File: src/rtl/poly_voice_player.sv
`default_nettype none
// ============================================================================
// Module      : poly_voice_player
// Description : N-voice note player. Each voice slot holds a phase
//               accumulator, a phase step and a beat-driven duration counter.
//               A sequential mixer visits one voice per cycle, sums square,
//               saw or triangle waveforms and emits one signed sample per
//               codec request.
//
// Ports
//   clk                  : system clock, all state on rising edge
//   reset                : asynchronous, active-low; clears all state
//   play_enable          : high = voices advance and samples are produced
//   load_voice           : per-voice one-cycle load strobe
//   step_in              : voice i phase step at [i*STEP_W +: STEP_W]
//   duration_in          : voice i duration (beats) at [i*DUR_W +: DUR_W]
//   wave_sel             : 0 square, 1 saw, 2 triangle, 3 silence
//   beat                 : one-cycle beat pulse
//   generate_next_sample : one-cycle sample request from the codec side
//   done_with_note       : one-cycle pulse per voice when its note ends
//   voice_active         : level, voice currently sounding
//   sample_out           : signed mixed sample, held between updates
//   new_sample_ready     : one-cycle pulse, sample_out freshly updated
//   overrun              : sticky, a request arrived while the mixer was busy
//
// Revision    : 1.0 - initial release
// ============================================================================
module poly_voice_player #(
    parameter int VOICES   = 4,
    parameter int SAMPLE_W = 16,
    parameter int PHASE_W  = 20,
    parameter int STEP_W   = 20,
    parameter int DUR_W    = 6
) (
    input  logic                       clk,
    input  logic                       reset,
    input  logic                       play_enable,
    input  logic [VOICES-1:0]          load_voice,
    input  logic [VOICES*STEP_W-1:0]   step_in,
    input  logic [VOICES*DUR_W-1:0]    duration_in,
    input  logic [1:0]                 wave_sel,
    input  logic                       beat,
    input  logic                       generate_next_sample,
    output logic [VOICES-1:0]          done_with_note,
    output logic [VOICES-1:0]          voice_active,
    output logic signed [SAMPLE_W-1:0] sample_out,
    output logic                       new_sample_ready,
    output logic                       overrun
);

    // ------------------------------------------------------------------------
    // Derived constants
    // ------------------------------------------------------------------------
    localparam int c_SHIFT = $clog2(VOICES);
    localparam int c_IDX_W = (VOICES > 1) ? $clog2(VOICES) : 1;
    localparam int c_ACC_W = SAMPLE_W + c_SHIFT;

    // Square wave levels: +/- a quarter of full scale.
    localparam logic [SAMPLE_W-1:0] c_SQ_POS = {2'b01, {(SAMPLE_W-2){1'b0}}};
    localparam logic [SAMPLE_W-1:0] c_SQ_NEG = {2'b11, {(SAMPLE_W-2){1'b0}}};

    // ------------------------------------------------------------------------
    // Mixer state
    // ------------------------------------------------------------------------
    typedef enum logic [1:0] {
        S_IDLE  = 2'd0,
        S_ACCUM = 2'd1,
        S_OUT   = 2'd2
    } state_t;

    state_t                      r_state;
    state_t                      w_state_next;
    logic [c_IDX_W-1:0]          r_idx;
    logic signed [c_ACC_W-1:0]   r_acc;
    logic signed [SAMPLE_W-1:0]  r_sample;
    logic                        r_nsr;
    logic                        r_overrun;

    logic                        w_start;
    logic                        w_last;
    logic                        w_mixing;

    // Per-voice views used by the mixer.
    logic [PHASE_W-1:0]          w_phase [VOICES];
    logic [VOICES-1:0]           w_active;
    logic [VOICES-1:0]           w_done;

    assign w_mixing = (r_state == S_ACCUM);
    assign w_start  = (r_state == S_IDLE) && generate_next_sample && play_enable;
    assign w_last   = (r_idx == c_IDX_W'(VOICES-1));

    // ------------------------------------------------------------------------
    // Voice slots
    // ------------------------------------------------------------------------
    generate
        for (genvar gi = 0; gi < VOICES; gi++) begin : g_voice
            logic [STEP_W-1:0]  r_step;
            logic [DUR_W-1:0]   r_dur;
            logic [PHASE_W-1:0] r_phase;
            logic               r_active;
            logic               r_done;
            logic [DUR_W-1:0]   w_load_dur;
            logic               w_advance;

            assign w_load_dur = duration_in[gi*DUR_W +: DUR_W];

            // The phase only moves when the mixer visits this voice, so every
            // sample sees each voice advance exactly once.
            assign w_advance = play_enable && r_active && w_mixing &&
                               (r_idx == c_IDX_W'(gi));

            always_ff @(posedge clk or negedge reset) begin
                if (!reset) begin
                    r_step   <= '0;
                    r_dur    <= '0;
                    r_phase  <= '0;
                    r_active <= 1'b0;
                    r_done   <= 1'b0;
                end else begin
                    r_done <= 1'b0;
                    if (load_voice[gi]) begin
                        // A load takes priority over both a beat and a phase
                        // advance landing in the same cycle.
                        r_step   <= step_in[gi*STEP_W +: STEP_W];
                        r_dur    <= w_load_dur;
                        r_phase  <= '0;
                        r_active <= (w_load_dur != '0);
                        r_done   <= (w_load_dur == '0);
                    end else begin
                        if (w_advance) begin
                            r_phase <= r_phase + PHASE_W'(r_step);
                        end
                        if (beat && play_enable && r_active) begin
                            r_dur <= r_dur - DUR_W'(1);
                            if (r_dur == DUR_W'(1)) begin
                                r_active <= 1'b0;
                                r_done   <= 1'b1;
                            end
                        end
                    end
                end
            end

            assign w_phase[gi]  = r_phase;
            assign w_active[gi] = r_active;
            assign w_done[gi]   = r_done;
        end
    endgenerate

    // ------------------------------------------------------------------------
    // Waveform of the voice currently visited by the mixer
    // ------------------------------------------------------------------------
    logic [PHASE_W-1:0]         w_cur_phase;
    logic                       w_cur_active;
    logic [SAMPLE_W-1:0]        w_p;
    logic [SAMPLE_W-1:0]        w_tri_fold;
    logic [SAMPLE_W-1:0]        w_tri_dbl;
    logic [SAMPLE_W-1:0]        w_wave;
    logic signed [c_ACC_W-1:0]  w_wave_ext;
    logic signed [c_ACC_W-1:0]  w_sum;
    logic signed [c_ACC_W-1:0]  w_mixed;

    assign w_cur_phase  = w_phase[r_idx];
    assign w_cur_active = w_active[r_idx];

    always_comb begin
        w_p        = w_cur_phase[PHASE_W-1 -: SAMPLE_W];
        // Triangle: fold the upper half back down, then double the slope.
        w_tri_fold = w_p[SAMPLE_W-1] ? ~w_p : w_p;
        w_tri_dbl  = {w_tri_fold[SAMPLE_W-2:0], 1'b0};
        w_wave     = '0;
        if (w_cur_active) begin
            case (wave_sel)
                2'd0:    w_wave = w_p[SAMPLE_W-1] ? c_SQ_NEG : c_SQ_POS;
                2'd1:    w_wave = {~w_p[SAMPLE_W-1], w_p[SAMPLE_W-2:0]};
                2'd2:    w_wave = {~w_tri_dbl[SAMPLE_W-1], w_tri_dbl[SAMPLE_W-2:0]};
                default: w_wave = '0;
            endcase
        end
    end

    // Sign-extend the voice sample into the wider accumulator; the final sum
    // of the last voice is scaled back down in the same cycle it is formed.
    assign w_wave_ext = c_ACC_W'($signed(w_wave));
    assign w_sum      = r_acc + w_wave_ext;
    assign w_mixed    = w_sum >>> c_SHIFT;

    // ------------------------------------------------------------------------
    // Mixer FSM
    // ------------------------------------------------------------------------
    always_ff @(posedge clk or negedge reset) begin
        if (!reset) begin
            r_state <= S_IDLE;
        end else begin
            r_state <= w_state_next;
        end
    end

    always_comb begin
        w_state_next = r_state;
        case (r_state)
            S_IDLE:  if (w_start) w_state_next = S_ACCUM;
            S_ACCUM: if (w_last)  w_state_next = S_OUT;
            S_OUT:   w_state_next = S_IDLE;
            default: w_state_next = S_IDLE;
        endcase
    end

    // Mixer datapath. new_sample_ready is registered at the end of the last
    // accumulate cycle, so it is high during the OUT cycle.
    always_ff @(posedge clk or negedge reset) begin
        if (!reset) begin
            r_idx     <= '0;
            r_acc     <= '0;
            r_sample  <= '0;
            r_nsr     <= 1'b0;
            r_overrun <= 1'b0;
        end else begin
            r_nsr <= 1'b0;
            if (generate_next_sample && play_enable && (r_state != S_IDLE)) begin
                r_overrun <= 1'b1;
            end
            case (r_state)
                S_IDLE: begin
                    if (w_start) begin
                        r_acc <= '0;
                        r_idx <= '0;
                    end
                end
                S_ACCUM: begin
                    r_acc <= w_sum;
                    if (w_last) begin
                        r_sample <= w_mixed[SAMPLE_W-1:0];
                        r_nsr    <= 1'b1;
                    end else begin
                        r_idx <= r_idx + c_IDX_W'(1);
                    end
                end
                default: ;
            endcase
        end
    end

    assign done_with_note   = w_done;
    assign voice_active     = w_active;
    assign sample_out       = r_sample;
    assign new_sample_ready = r_nsr;
    assign overrun          = r_overrun;

endmodule
`default_nettype wire

File: config.mk
export PLATFORM = sky130hd
export DESIGN_NAME = poly_voice_player
export DESIGN_NICKNAME = d
export VERILOG_FILES = /design/src/rtl/poly_voice_player.sv
export SDC_FILE = /design/constraint.sdc
export NUM_CORES = 1
export LEC_CHECK = 0
export CAP_MARGIN = 15
export CORE_AREA = 2 2 208 210
export DETAILED_ROUTE_END_ITERATION = 7
export DIE_AREA = 0 0 210 212
export DONT_BUFFER_PORTS = 1
export MAX_ROUTING_LAYER = met4
export PLACE_DENSITY = 0.53
export SLEW_MARGIN = 10
export SYNTH_ARGS = -nofsm -noshare
export SYNTH_HDL_FRONTEND = slang
export SYNTH_SLANG_ARGS = --single-unit
File: constraint.sdc
create_clock -name clk -period 8.4 [get_ports clk]
set_input_delay 0.84 -clock clk [delete_from_list [all_inputs] [get_ports clk]]
set_output_delay 0.84 -clock clk [all_outputs]
set_load 0.1 [all_outputs]
; ---- After elaboration in Yosys (flattened, before gate mapping)
; Index checks and enable logic that the tools add are counted.
[op_classes]
eq_ne = 13
add_sub_neg = 10
div_mod_pow = 0
shift = 0
bitwise_logic = 4
magnitude_cmp = 2
n_mux = 59
multipliers = 0
n_reduce_logical = 54
[ops]
columns = operator, n
row1 = two-way mux 20 bit, 10
row2 = adder 20 bit, 4
row3 = two-way mux 6 bit, 8
row4 = one-hot mux 16 bit (3 select lines), 1
row5 = binary-select mux 20 bit (select 2 bit), 1
row6 = one-hot mux 18 bit (2 select lines), 1
row7 = two-way mux 16 bit, 2
row8 = nonzero test 2 bit, 14
row9 = two-way mux 1 bit, 27
row10 = == test 6 x 1 -> 1 bit (second input constant), 4
row11 = logical NOT 6 bit, 4
row12 = nonzero test 6 bit, 4
row13 = subtractor 6 x 1 -> 6 bit (second input constant), 4
row14 = logical AND 1 bit, 21
row15 = adder 18 x 16 -> 18 bit, 1
row16 = two-way mux 18 bit, 1
row17 = two-way mux 15 bit, 1
row18 = NOT 15 bit, 1
row19 = AND reduction 2 bit, 7
row20 = two-way mux 2 bit, 4
row21 = one-hot mux 2 bit (2 select lines), 2
row22 = == test 2 x 1 -> 1 bit (second input constant), 3
row23 = == test 2 bit (second input constant), 3
row24 = logical NOT 2 bit, 3
row25 = other kinds (8), 11
[word_totals]
word_cells = 168
latchBits = 0
regBits = 232
memories = 0
ram_bits = 0
rom_bits = 0

; ---- Logic depth before layout (Yosys ltp)
[depth]
depth_word = 11
mapped_depth = 16
ltp_nobuf = 14

; ---- Worst setup path before layout
; Ideal clock, no wire load.
[synth_timing]
path_kind = flip-flop to flip-flop
start = reg r_idx[0]
end = reg r_sample[14] (netlist: sample_out[14])
setup_ns = 0.147
setup_slack_ns = 4.330
required_time_ns = 8.253
t_arrival_ns = 3.922
path_buffers = 2
path_stages_with_launch = 16
cell_sequence = dfrtp_1 buf_4 buf_2 mux4_2 xor2_1 a22oi_1 nor2_1 fa_1 a21o_1 a21oi_1 o21ai_0 a31o_2 a31o_2 a211oi_1 mux2i_1 o311ai_0
[synth_between]
elab_chain_len = 10
[synth_rtl]
columns = element, line
row1 = start: declaration, 73  ; logic [c_IDX_W-1:0] r_idx;
row2 = start signal: assignment, 236  ; r_idx <= r_idx + c_IDX_W'(1);
row3 = NOT 2 -> 3 bit (implied by the code), 163  ; assign w_cur_phase = w_phase[r_idx];
row4 = binary-select mux 20 bit (select 2 bit), 163
row5 = two-way mux 20 bit (implied by the code) (2 in a row), 163
row6 = NOT 15 bit, 169  ; w_tri_fold = w_p[SAMPLE_W-1] ? ~w_p : w_p;
row7 = two-way mux 15 bit, 169
row8 = NOT 1 bit, 176  ; 2'd2: w_wave = {~w_tri_dbl[SAMPLE_W-1], w_tri_dbl[SAMPLE_W-2:0]};
row9 = one-hot mux 16 bit (3 select lines), 173  ; case (wave_sel)
row10 = two-way mux 16 bit, 172  ; if (w_cur_active) begin
row11 = adder 18 x 16 -> 18 bit, 185  ; assign w_sum = r_acc + w_wave_ext;
row12 = end signal: assignment, 233  ; r_sample <= w_mixed[SAMPLE_W-1:0];
row13 = end: declaration, 75  ; logic signed [SAMPLE_W-1:0] r_sample;
; Several ways; a longest one is shown, not always the timed one. The select of a mux whose other input is x is not followed.
; A chain may end at the register's enable or synchronous reset.

; ---- Final worst setup path
; Same ends and word-level chain as after synthesis.

==> flow_summary.toml <==
[outcome]
run_status = "completed"

[global_routing]
antenna_found_initial = 4
grt_usage = 0.175
grt_max_degree = 233
grt_pass1_wl_mm = 59.7
grt_pass1_vias = 10600
grt_overflow_total = 0

[placement]
gp_congestion = 0.866
place_ws_ns = 3.19
dp_hpwl_mm = 27.2
io_buffers = 0
placed_area_um2 = 15000

[pwr]
vdd_drop_max_mv = 0.167
switching_share = 0.368
p_clk_frac = 0.324
seqPwrFrac = 0.423
leakage_nw = 7.29
p_int_mw = 2.48
p_sw_mw = 1.44
combinationalPowerShare = 0.253
power_mw = 3.92
powerDensity_nw_per_um2 = 244

[route]
num_vias = 10900
first_pass_iters = 5
ant_nets = 0
drt-initial-drc-count = 749
wl_mm = 37.8
drc = 0
via_per_inst = 5.34
wl_per_cell_um = 18.5

[critical_path]
required_ns = 8.82
critPathMaxFanout = 16
startpoint_type = "flop"
critPathArrivalTime_ns = 5.34
crit_type = "reg -> reg"
cp-end-kind = "flop"

[final_layout]
fillers = 4196
drive_gt1_frac = 0.120
final_util = 0.378
final_nets = 1699
final_area_um2 = 16100
syn_to_final_growth_pct = 10.2

[die]
num_io_pins = 141
die-width_um = 210
dieArea_um2 = 44500
die_h_um = 212
rows = 76
core_um2 = 42500
start_util = 0.343

[timing]
hold_violations = 0
max_slew_margin = 0.272
fin_worst_skew_ns = 0.0106
worstMarginPinSlew_ns = 1.09
max_freq_mhz = 203
setup_slack_ns = 3.47
setup_tns_ns = 0
rsz0062_at_grt = "false"
fin_crit_sh = 0.587
period_minus_slack_ns = 4.93
slew_violations = 0
setup_viol_count_final = 0

[clock_network]
cts_buffers = 29
root_buffer = "clkbuf_16"
insertion_delay_ns = 0.56
cts_tree = "done"
clock_sinks = 232
ctsHtreeMaxLevel = 1
clockBufferDepth = 3
clk_pin_slew_ns = 0.06
cts-resized-gates = 0

[synthesis]
ys_ff_latch = 232
synth_edf_count = 0
yosysUniqueCellTypes = 79
synth_fp_nets = 1730
async_flop_share = 1.00
yosysWarnings = 0
syn_inst = 1505
yosys_most_used_dff = "dfrtp_1"
synth_seq_area_share = 0.398
synth_area_um2 = 14600
syn_area_per_cell_um2 = 9.69

[worst_hold_path]
hold_class = "in -> async"

[run]
maxCapViolations = 0
layout by cell type, fill, tap and decap left out, types with 6 or more instances in the layout:
master,instances
nand3_1,33
nor3b_1,8
mux4_2,16
a22o_1,6
clkbuf_8,7
a21oi_1,119
mux2_2,87
nor2b_1,10
nand2b_1,10
nor3_1,30
nor2_1,88
clkbuf_16,29
buf_4,8
dfrtp_1,232
nand3b_1,14
o21bai_1,12
o21ai_0,94
nor4_1,17
and3_1,11
a31oi_1,6
xor2_1,44
a211oi_1,25
a21o_1,41
xnor2_1,46
clkbuf_1,6
or3_1,6
a22oi_1,13
o211ai_1,6
nand4_1,12
ha_1,105
o21a_1,9
mux2i_1,11
a211o_1,11
inv_1,30
nand2_1,201
Yosys cell counts (all sizes together) (4+ instances only):
master / count / share of area
a211o: 11 / 0.0066
a211oi: 25 / 0.013
a21o: 41 / 0.021
a21oi: 119 / 0.041
a22o: 6 / 0.0036
a22oi: 13 / 0.0067
a31o: 4 / 0.0024
a31oi: 6 / 0.0026
and3: 12 / 0.0055
and4: 5 / 0.0030
buf: 19 / 0.0075
clkbuf: 54 / 0.014
dfrtp: 232 / 0.40
fa: 5 / 0.0069
ha: 105 / 0.090
inv: 30 / 0.0077
mux2: 87 / 0.067
mux2i: 11 / 0.0076
mux4: 16 / 0.025
nand2: 201 / 0.052
nand2b: 10 / 0.0043
nand3: 33 / 0.011
nand3b: 14 / 0.0072
nand4: 12 / 0.0051
nand4b: 4 / 0.0024
nor2: 88 / 0.023
nor2b: 10 / 0.0043
nor3: 30 / 0.010
nor3b: 8 / 0.0041
nor4: 17 / 0.0073
o211ai: 6 / 0.0031
o21a: 9 / 0.0046
o21ai: 97 / 0.033
o21bai: 12 / 0.0062
o22ai: 6 / 0.0030
o41ai: 4 / 0.0034
or3: 7 / 0.0031
or4: 5 / 0.0026
xnor2: 46 / 0.028
xor2: 44 / 0.026
sequential cells by signal, indices dropped and copies added, names as in the netlist:
register and cells:
g_voice.r_phase 80, g_voice.r_step 80, g_voice.r_dur 24, r_acc 18, sample_out 16, g_voice.r_active 4
g_voice.r_done 4, r_idx 2, r_state 2, new_sample_ready 1, overrun 1
final cells by class:
class                      count  area [µm²]  share of cell area
sequential                   232        5810               0.361
antenna                        3        7.51            0.000467
timing repair buffer          11         143             0.00887
clock buffer                  42         845              0.0525
inverter                      31         116             0.00724
multi-input combinational   1169        8350               0.519
tap                          546         683              0.0425
clock inverter                 9         125             0.00778
final timing paths:
kind                               start               endpoint  slack (ns)  cells past startpoint
max                             r_idx[0]         sample_out[14]        3.47                     14
max reg2reg                     r_idx[0]         sample_out[14]        3.47                     14
max in group asynchronous          reset   g_voice[3].r_step[0]        7.16                      2
min reg2reg                     r_acc[6]               r_acc[6]        0.49                      2
min                                reset      g_voice[0].r_done        0.22                      1
min in group clk           load_voice[1]  g_voice[1].r_phase[1]        0.36                      1
cells by family (layout without fill, tap and decap cells):
| kind of cell | Yosys count | count (layout) | share of synthesized area |
|---|---|---|---|
| XOR/XNOR | 91 | 91 | 0.0556 |
| adder cells (fa/ha/maj) | 110 | 110 | 0.0969 |
| buffers and inverters | 104 | 93 | 0.0294 |
| AND/OR/NAND/NOR | 466 | 466 | 0.150 |
| other | 0 | 3 | 0 |
| AO/OA/AOI/OAI | 388 | 388 | 0.170 |
| multiplexers | 114 | 114 | 0.0994 |
| flip-flops | 232 | 232 | 0.398 |
power by group through the flow:
stage	Sequential, mW	Combinational, mW	Clock, mW
2_1_floorplan	1.60	0.822	0
3_3_place_gp	1.69	0.922	0
3_5_place_dp	1.70	0.938	0
4_1_cts	1.68	0.966	1.32
5_1_grt	1.68	1.12	1.36
6_report	1.66	0.991	1.27
per-stage QoR:
step	hold WS, ns	instances
floorplan	0.456	1505
global placement	0.479	1986
detailed placement	0.481	1986
CTS	0.308	2038
global route	0.270	2043
finish	0.218	2043
timing repair:
action,CTS,global route
endpoints found under the hold margin,232,0
hold buffers,1,0
buffers inserted,0,0
metal layers:
layer,GRT usage,part of all wire,vias up
met2,0.271,0.45,207
li1,-,-,5429
met5,-,0,-
met1,0.236,0.47,5229
met3,0.0322,0.052,46
met4,0.0450,0.022,0
critical path, stage by stage, from the launching register on:
cell	delay, ns
dfrtp_1	0.63
buf_16	0.22
mux2_2	0.35
o21ai_1	0.84
nor2_1	0.15
ha_1	0.27
fa_1	0.41
a21o_1	0.20
a21oi_1	0.27
o21ai_0	0.13
a31o_2	0.28
a31o_2	0.28
a211oi_1	0.41
mux2i_1	0.22
o311ai_0	0.12
(Power assumes the default switching activity.)
